### config.mk
export PLATFORM = sky130hd
export DESIGN_NAME = seg7_display_writer_flat
export DESIGN_NICKNAME = d
export VERILOG_FILES = /design/src/rtl/seg7_pkg.sv /design/src/rtl/seg7_display_writer_if.sv /design/src/rtl/hex_to_seg7.sv /design/src/rtl/seg7_display_writer.sv /design/src/flat_wrapper.sv
export SDC_FILE = /design/constraint.sdc
export NUM_CORES = 1
export LEC_CHECK = 0
export CELL_PAD_IN_SITES_DETAIL_PLACEMENT = 0
export CELL_PAD_IN_SITES_GLOBAL_PLACEMENT = 1
export CORE_UTILIZATION = 27
export DETAILED_ROUTE_END_ITERATION = 10
export PLACE_DENSITY_LB_ADDON = 0.1
export SLEW_MARGIN = 10
export SYNTH_ARGS = -nofsm -noshare
export SYNTH_HDL_FRONTEND = slang
export SYNTH_HIERARCHICAL = 1
export SYNTH_SLANG_ARGS = --single-unit
export TNS_END_PERCENT = 30
### constraint.sdc
create_clock -name clk -period 2.55 [get_ports clk]
set_input_delay 0.255 -clock clk [delete_from_list [all_inputs] [get_ports clk]]
set_output_delay 0.255 -clock clk [all_outputs]
set_load 0.01 [all_outputs]
### src/rtl/seg7_pkg.sv
// Shared types and constants for the seven-segment display writer.
// Segment codes are active-high, bit0=a .. bit6=g.
package seg7_pkg;

    typedef enum logic [1:0] {
        IDLE  = 2'd0,
        WRITE = 2'd1,
        DONE  = 2'd2
    } state_e;

    // Entry n is the active-high pattern for hex digit n.
    localparam logic [15:0][6:0] SEG_HEX = {
        7'h71, 7'h79, 7'h5E, 7'h39, 7'h7C, 7'h77, 7'h6F, 7'h7F,
        7'h07, 7'h7D, 7'h6D, 7'h66, 7'h4F, 7'h5B, 7'h06, 7'h3F
    };

    localparam logic [6:0] SEG_BLANK_HI = 7'h00;
    localparam logic [6:0] SEG_BLANK_LO = 7'h7F;

endpackage

### src/rtl/seg7_display_writer_if.sv
// Avalon-MM write-only bus between the display writer and the display PIOs.
interface seg7_display_writer_if #(
    parameter int ADDR_W = 32
);
    logic [ADDR_W-1:0] avm_address;
    logic              avm_write;
    logic [31:0]       avm_writedata;
    logic              avm_waitrequest;

    modport master (
        output avm_address, avm_write, avm_writedata,
        input  avm_waitrequest
    );

    modport slave (
        input  avm_address, avm_write, avm_writedata,
        output avm_waitrequest
    );
endinterface

### src/rtl/hex_to_seg7.sv
// Combinational nibble-to-segment encoder with selectable polarity and blanking.
module hex_to_seg7
    import seg7_pkg::*;
(
    input  logic [3:0] nib_i,
    input  logic       blank_i,
    input  logic       active_low_i,
    output logic [6:0] seg_o
);

    always_comb begin
        if (blank_i)
            seg_o = active_low_i ? SEG_BLANK_LO : SEG_BLANK_HI;
        else
            seg_o = active_low_i ? ~SEG_HEX[nib_i] : SEG_HEX[nib_i];
    end

endmodule

### src/rtl/seg7_display_writer.sv
// Avalon-MM master that latches a hex value and writes one encoded digit
// per display PIO, back to back, then pulses done.
module seg7_display_writer
    import seg7_pkg::*;
#(
    parameter int                NUM_DIGITS     = 4,
    parameter int                ADDR_W         = 32,
    parameter logic [ADDR_W-1:0] BASE_ADDR      = '0,
    parameter int                STRIDE         = 16,
    parameter bit                SEG_ACTIVE_LOW = 1'b1,
    parameter bit                BLANK_LZ       = 1'b0
) (
    input  logic                    clk,
    input  logic                    reset_n,
    input  logic                    start,
    input  logic [4*NUM_DIGITS-1:0] value,
    output logic                    busy,
    output logic                    done,
    seg7_display_writer_if.master   avm
);

    localparam int IDX_W = (NUM_DIGITS > 1) ? $clog2(NUM_DIGITS) : 1;
    localparam logic [IDX_W-1:0] LAST_IDX = IDX_W'(NUM_DIGITS - 1);

    state_e                          state_q, state_d;
    logic [IDX_W-1:0]                idx_q, idx_d;
    logic [NUM_DIGITS-1:0][3:0]      val_q, val_d;
    logic                            upper_nz;
    logic                            blank;
    logic [6:0]                      seg;

    always_ff @(posedge clk or negedge reset_n) begin
        if (!reset_n) begin
            state_q <= IDLE;
            idx_q   <= '0;
            val_q   <= '0;
        end else begin
            state_q <= state_d;
            idx_q   <= idx_d;
            val_q   <= val_d;
        end
    end

    always_comb begin
        state_d = state_q;
        idx_d   = idx_q;
        val_d   = val_q;
        unique case (state_q)
            IDLE: begin
                if (start) begin
                    val_d   = value;
                    idx_d   = '0;
                    state_d = WRITE;
                end
            end
            WRITE: begin
                if (!avm.avm_waitrequest) begin
                    if (idx_q == LAST_IDX) state_d = DONE;
                    else                   idx_d   = idx_q + 1'b1;
                end
            end
            DONE:    state_d = IDLE;
            default: state_d = IDLE;
        endcase
    end

    // A digit above 0 is a leading zero when it and every higher nibble are zero.
    always_comb begin
        upper_nz = 1'b0;
        for (int j = 0; j < NUM_DIGITS; j++)
            if (j >= int'(idx_q) && val_q[j] != 4'h0) upper_nz = 1'b1;
    end

    assign blank = BLANK_LZ && (idx_q != '0) && !upper_nz;

    hex_to_seg7 u_enc (
        .nib_i        (val_q[idx_q]),
        .blank_i      (blank),
        .active_low_i (SEG_ACTIVE_LOW),
        .seg_o        (seg)
    );

    // Bus outputs decode straight from state so an async reset drops the write at once.
    assign avm.avm_write     = (state_q == WRITE);
    assign avm.avm_address   = BASE_ADDR + ADDR_W'(idx_q) * ADDR_W'(STRIDE);
    assign avm.avm_writedata = (state_q == WRITE) ? {25'b0, seg} : 32'b0;
    assign busy              = (state_q != IDLE);
    assign done              = (state_q == DONE);

endmodule

### src/flat_wrapper.sv
// flat-port wrapper written by rule: the top's interface ports become plain ports
module seg7_display_writer_flat import seg7_pkg::*;
#(
    parameter int                NUM_DIGITS     = 4,
    parameter int                ADDR_W         = 32,
    parameter logic [ADDR_W-1:0] BASE_ADDR      = '0,
    parameter int                STRIDE         = 16,
    parameter bit                SEG_ACTIVE_LOW = 1'b1,
    parameter bit                BLANK_LZ       = 1'b0
)
  (clk, reset_n, start, value, busy, done, avm_avm_address, avm_avm_write, avm_avm_writedata, avm_avm_waitrequest);
  seg7_display_writer_if #(.ADDR_W(ADDR_W)) avm_i ();
  input  logic clk;
  input  logic reset_n;
  input  logic start;
  input  logic [4*NUM_DIGITS-1:0] value;
  output logic busy;
  output logic done;
  output wire logic [$bits(avm_i.avm_address)-1:0] avm_avm_address;
  output wire logic [$bits(avm_i.avm_write)-1:0] avm_avm_write;
  output wire logic [$bits(avm_i.avm_writedata)-1:0] avm_avm_writedata;
  input wire logic [$bits(avm_i.avm_waitrequest)-1:0] avm_avm_waitrequest;
  assign avm_avm_address = avm_i.avm_address;
  assign avm_avm_write = avm_i.avm_write;
  assign avm_avm_writedata = avm_i.avm_writedata;
  assign avm_i.avm_waitrequest = avm_avm_waitrequest;
  seg7_display_writer #(.NUM_DIGITS(NUM_DIGITS), .ADDR_W(ADDR_W), .BASE_ADDR(BASE_ADDR), .STRIDE(STRIDE), .SEG_ACTIVE_LOW(SEG_ACTIVE_LOW), .BLANK_LZ(BLANK_LZ)) u_core (.clk(clk), .reset_n(reset_n), .start(start), .value(value), .busy(busy), .done(done), .avm(avm_i));
endmodule
==> flow_summary.json <==
{
  "rsz0062_at_grt": "true",
  "cts_tree": "done",
  "synth_cell_types": 32,
  "grt_overflow": 0,
  "grt_pass1_wl_mm": 4.63,
  "drive_above_1_share_pct": 33.9,
  "critical_path_arrival_ns": 2.48,
  "multi_input_area_um2": 1050,
  "grt_max_degree": 21,
  "io_buffers": 31,
  "first_global_vias": 987,
  "drt_iter0_markers": 13,
  "antenna_found_initial": 0,
  "syn_inst": 163,
  "p_clk_share_pct": 6.4,
  "core_area_um2": 6030,
  "finalWirelength_mm": 2.94,
  "clkTransAtPathRegs_ns": 0.07,
  "setup_tns_ns": -0.515,
  "setup_viol": 6,
  "worstMarginPinSlew_ns": 0.860,
  "peakVddDrop_uv": 476,
  "num_rows": 28,
  "yosysWarningCount": 6,
  "ios": 87,
  "start_kind": "flip-flop",
  "die_y_um": 81.8,
  "p_total_mw": 3.09,
  "fmax_mhz": 365,
  "syn_area_um2": 1720,
  "diodes": 0,
  "worst-path-buf-inv": 2,
  "worst_slack_ns": -0.187,
  "leakage_nw": 1.01,
  "clock_latency_ns": 0.25,
  "crit_type": "reg -> out",
  "syn_to_final_growth_pct": 27.4,
  "period_share_pct": 107,
  "drc_errors": 0,
  "cp.required_ns": 2.30,
  "fin_skew_ns": 0.00315,
  "pre_cts_ws_ns": -0.267,
  "switching_share_pct": 38.4,
  "clock_path_buffers": 2,
  "p_seq_share_pct": 18.7,
  "die_area_um2": 6700,
  "nets": 247,
  "powerDensity_nw_per_um2": 1410,
  "dp_hpwl_mm": 2.43,
  "drt-pass1-iter-count": 2,
  "h-tree-depth": 1,
  "critPathCaptureType": "output pin",
  "track_usage_pct": 8.92,
  "final-seq-area_um2": 502,
  "place.gp.congestion": 0.776,
  "crit_slowest_cell": "mux4_2",
  "path_delay_family": "multiplexers",
  "switching_power_mw": 1.19,
  "viasPerCell": 3.70,
  "cts_buffers": 3,
  "die_w_um": 81.8,
  "combinationalPowerShare_pct": 74.9,
  "path_max_fanout": 5,
  "p_int_mw": 1.91,
  "synth-seq-cells": 20,
  "ys_seq_area_share_pct": 29.1,
  "critPathMaxStageDelay_ns": 0.61,
  "vias": 1083,
  "status": "finished with violations",
  "period_needed_ns": 2.74,
  "hold_path_class": "in -> async",
  "slew_headroom_pct": 42.5,
  "rr_worst_depth": 5,
  "cap_viol_max_count": 0,
  "hold_viol": 0,
  "syn_avg_cell_area_um2": 10.6,
  "start_util_pct": 28.6,
  "wire_per_inst_um": 10.0,
  "cts_sinks": 20,
  "finalMaxSlewViolations": 0,
  "crit_top_cell": "mux4_2",
  "root_buffer": "clkbuf_8",
  "fillers": 645,
  "ant_nets": 0,
  "violations": "setup timing",
  "path_cells": "mux4_2 -> buf_6 -> ha_4 -> mux4_2 -> nor2_2 -> xor2_1 -> and2_1 -> buf_2",
  "cp.depth": 8
}
==> routing by layer <==
metal / up-vias / wire length (um) / track usage [%]
met5: - / 0 / 0
met4: 0 / 12 / 2.63
met3: 2 / 141 / 1.67
met2: 36 / 1540 / 14.2
met1: 503 / 1250 / 12.2
li1: 542 / - / -
==> cells by family (layout without fill, tap and decap cells) <==
family / count (synthesis) / after routing / synth area share, %
buffers and inverters: 68 / 62 / 28.2
muxes: 26 / 26 / 20.3
and+or+nand+nor: 24 / 24 / 9.02
DFF: 20 / 20 / 29.1
AOI/OAI and AO/OA: 9 / 9 / 4.29
adders and majority gates: 7 / 7 / 5.09
xor gates and xnor gates: 7 / 7 / 3.56
other: 2 / 63 / 0.437
==> registers in the layout, summed over array words and instances, names as in the netlist <==
signal and count:
u_core/val_q 16, u_core/idx_q 2, u_core/state_q 2
==> worst register-to-register path, delay by kind of cell, from the launching register on <==
kind / cells / cell delay [ns]
flops: 1 / 0.44
buf+inv: 1 / 0.16
fa+ha+maj: 1 / 0.23
mux: 1 / 0.27
simple gates: 2 / 0.46
==> path summary, 6_finish.rpt <==
path / startpoint / end / slack (ns)
min: reset_n / u_core/val_q[5]$_DFFE_PN0P_ / 0.49
max: u_core/idx_q[0]$_DFFE_PN0P_ / avm_avm_writedata[3] / -0.19
min reg2reg: u_core/val_q[14]$_DFFE_PN0P_ / u_core/val_q[14]$_DFFE_PN0P_ / 0.51
min in group clk: u_core/val_q[14]$_DFFE_PN0P_ / u_core/val_q[14]$_DFFE_PN0P_ / 0.51
max reg2reg: u_core/idx_q[0]$_DFFE_PN0P_ / u_core/idx_q[0]$_DFFE_PN0P_ / 0.88
max in group asynchronous: reset_n / u_core/idx_q[0]$_DFFE_PN0P_ / 1.47
==> layout make-up <==
| type | count | share of cell area, % |
|---|---|---|
| Sequential cell | 20 | 22.9 |
| Clock buffer | 3 | 1.88 |
| Timing Repair Buffer | 53 | 22.0 |
| Multi-Input combinational cell | 136 | 47.7 |
| Tap cell | 75 | 4.28 |
| Inverter | 6 | 1.26 |
==> layout by cell type (no fill, tap or decap), types with 5 or more instances in the layout <==
cell,Yosys,routed
conb_1,2,63
buf_4,55,15
clkdlybuf4s50_1,0,24
buf_6,3,6
mux2_2,17,17
mux4_2,5,5
and2_1,7,7
xor2_1,6,6
nor2_1,5,5
dfrtp_1,20,19
==> cell usage after synthesis (all sizes together) <==
| master | instances | area, um^2 |
|---|---|---|
| nor3 | 4 | 20.0 |
| dfrtp | 20 | 500 |
| nor2b | 2 | 12.5 |
| buf | 60 | 455 |
| o21ai | 1 | 5.00 |
| mux2 | 18 | 206 |
| and2 | 7 | 43.8 |
| and3 | 1 | 6.26 |
| nor3b | 2 | 26.3 |
| clkbuf | 2 | 7.51 |
| mux2i | 3 | 30.0 |
| nor2 | 6 | 25.0 |
| ha | 7 | 87.6 |
| or2 | 1 | 6.26 |
| xnor2 | 1 | 8.76 |
| a311oi | 3 | 26.3 |
| conb | 2 | 7.51 |
| nor4b | 1 | 15.0 |
| a211oi | 3 | 27.5 |
| xor2 | 6 | 52.6 |
| mux4 | 5 | 113 |
| inv | 6 | 22.5 |
| a22o | 1 | 8.76 |
| a31oi | 1 | 6.26 |
==> what timing repair did <==
item	in CTS	in global routing
gates resized for setup	35	15
setup buffers	3	4
endpoints found under the setup margin	7	7
pin swaps	6	10
hold buffers	0	0
==> per-stage QoR <==
stage	util [%]	hold slack, ns	std cells	instance area (um^2)
3_5_place_dp	33.5	0.492	283	2020
5_1_grt	36.4	0.522	293	2190
3_3_place_gp	33.5	0.490	283	2020
4_1_cts	35.2	0.508	289	2120
2_1_floorplan	-	-0.0406	224	1950
6_report	36.4	0.494	293	2190
==> power groups by stage <==
| stage | clock network [mW] | logic [mW] | registers [mW] |
|---|---|---|---|
| after global placement | 0 | 1.97 | 0.582 |
| after floorplan | 0 | 1.33 | 0.555 |
| after global routing | 0.223 | 2.57 | 0.603 |
| final | 0.198 | 2.32 | 0.579 |
| after CTS | 0.208 | 2.11 | 0.585 |
| after detailed placement | 0 | 1.97 | 0.590 |
Power figures use the tool's default switching activity.
==> variant: new RTL, config.mk and constraints unchanged <==
`ADDR_W` is set to 32 in 3 places; all go to 36.
--- a/src/rtl/seg7_display_writer_if.sv
+++ b/src/rtl/seg7_display_writer_if.sv
@@ -1,6 +1,6 @@
 // Avalon-MM write-only bus between the display writer and the display PIOs.
 interface seg7_display_writer_if #(
-    parameter int ADDR_W = 32
+    parameter int ADDR_W = 36
 );
     logic [ADDR_W-1:0] avm_address;
     logic              avm_write;
--- a/src/rtl/seg7_display_writer.sv
+++ b/src/rtl/seg7_display_writer.sv
@@ -4,7 +4,7 @@
     import seg7_pkg::*;
 #(
     parameter int                NUM_DIGITS     = 4,
-    parameter int                ADDR_W         = 32,
+    parameter int                ADDR_W         = 36,
     parameter logic [ADDR_W-1:0] BASE_ADDR      = '0,
     parameter int                STRIDE         = 16,
     parameter bit                SEG_ACTIVE_LOW = 1'b1,
--- a/src/flat_wrapper.sv
+++ b/src/flat_wrapper.sv
@@ -2,7 +2,7 @@
 module seg7_display_writer_flat import seg7_pkg::*;
 #(
     parameter int                NUM_DIGITS     = 4,
-    parameter int                ADDR_W         = 32,
+    parameter int                ADDR_W         = 36,
     parameter logic [ADDR_W-1:0] BASE_ADDR      = '0,
     parameter int                STRIDE         = 16,
     parameter bit                SEG_ACTIVE_LOW = 1'b1,
Interface: changed (resized avm_avm_address); port bits go from 87 to 91. The function was not compared with the original's and may differ.
==> variant against the original RTL <==
The flow still finishes with violations (negative setup slack); routed wire length is 11% higher; sequential cell count stayed put; register-to-register slack worse by 0.11 ns; highest routed layer unchanged; clock power is 18% higher; critical path depth stayed put; largest power group unchanged; cell area is 0.91% higher; global-route usage is 1.1 points higher; setup slack better by 0.051 ns; first-iteration DRC count is 7.7% higher; synthesized area is 1.7% higher; total power is 2.9% higher; die area is 1.7% higher.
==> variant: results (changes against the original RTL) <==
| Metric | Value |
|---|---|
| Status | `finished, violations left (unchanged)` |
| Violated checks | `negative setup slack (unchanged)` |
| Layout cells sized above 1 | `34.39% (was 33.94%)` |
| Worst Setup Slack post-DPL | `-0.2781 ns (was -0.2666 ns)` |
| Placed insts | `282 (was 283)` |
| Post-synthesis sequential area ratio | `28.59% (was 29.09%)` |
| Syn_area_per_cell | `10.48 um^2 (was 10.55 um^2)` |
| Fin Setup TNS | `-0.4530 ns (was -0.5146 ns)` |
| Pre-antenna DRT Iters | `3 (was 2)` |
| VDD IR max | `0.4748 mV (was 0.4760 mV)` |
| Fill cells | `660 (was 645)` |
| Top post-synthesis cells by area | `dfrtp_1 29%, buf_4 25%, mux2_2 11% (was dfrtp_1 29%, buf_4 24%, mux2_2 11%)` |
| Setup Viol. Count Final | `6 (unchanged)` |
| Synth top cells by count | `59 x buf_4, 20 x dfrtp_1, 17 x mux2_2 (was 55 x buf_4, 20 x dfrtp_1, 17 x mux2_2)` |
| Metal1 wirelength | `1261 um (was 1249 um)` |
| Worst path arrival time | `2.43 ns (was 2.48 ns)` |
| Initial drt markers | `14 (was 13)` |
| Via count | `1108 (was 1083)` |
| Final WS setup | `-0.1357 ns (was -0.1867 ns)` |
| Drt via density | `3.743 (was 3.696)` |
| DP Area | `1981 um^2 (was 2016 um^2)` |
| Transition time of the tightest slew-check pin | `0.9135 ns (was 0.8602 ns)` |
| Wire length on met2 | `1846 um (was 1539 um)` |
| Layout Skew | `0.001798 ns (was 0.003151 ns)` |
| First-pass GRT wire length | `5119 um (was 4629 um)` |
| RePlAce Congestion | `0.7280 (was 0.7755)` |
| Post-DP HPWL | `2540 um (was 2429 um)` |
variant: worst max-delay path: stages, from the launching register on:
cell,delay (ns)
dfrtp_2,0.40
mux4_2,0.57
buf_6,0.15
ha_4,0.16
mux4_2,0.48
nor2_2,0.10
xor2_1,0.06
and2_1,0.12
buf_2,0.13
variant: where the power goes:
part / internal [mW] / total (mW) / switching (mW)
registers: 0.473 / 0.578 / 0.105
clock network: 0.137 / 0.233 / 0.0958
logic: 1.33 / 2.37 / 1.04
variant: final timing paths:
check / start / endpoint / slack (ns) / depth (start not counted)
setup / recovery: u_core/idx_q[0] / avm_avm_writedata[3] / -0.14 / 8
min in group clk: u_core/val_q[3] / u_core/val_q[3] / 0.51 / 1
hold / removal: reset_n / u_core/val_q[5] / 0.51 / 1
hold reg to reg: u_core/val_q[3] / u_core/val_q[3] / 0.51 / 1
setup reg to reg: u_core/idx_q[0] / u_core/idx_q[0] / 0.77 / 6
max in group asynchronous: reset_n / u_core/idx_q[0] / 1.42 / 1
variant: routing by layer:
metal / vias up / track usage (%)
li1: 541 / -
met1: 529 / 11.53
met2: 36 / 18.84
met3: 2 / 1.099
met4: 0 / 3.621
met5: - / 0
variant: repair_timing:
action,4_1_cts,5_1_grt
hold buffers,0,0
pin swaps,10,7
resized for setup,42,12
setup endpoints to repair,7,7
setup buffers,10,0
variant: cell families after synthesis:
group,synth area share (%)
other cells,0.4290
buf+inv,29.45
simple gates,8.864
flops,28.59
fa+ha+maj,5.003
xor+xnor,3.503
compound gates,4.217
mux,19.94
variant: area by class of cell:
type	count	share of cell area (%)
multi-input cells	140	48.42
clock buffers	4	2.489
well taps	75	4.242
inverters	6	1.018
repair buffers	51	21.15
flip-flops and latches	20	22.68
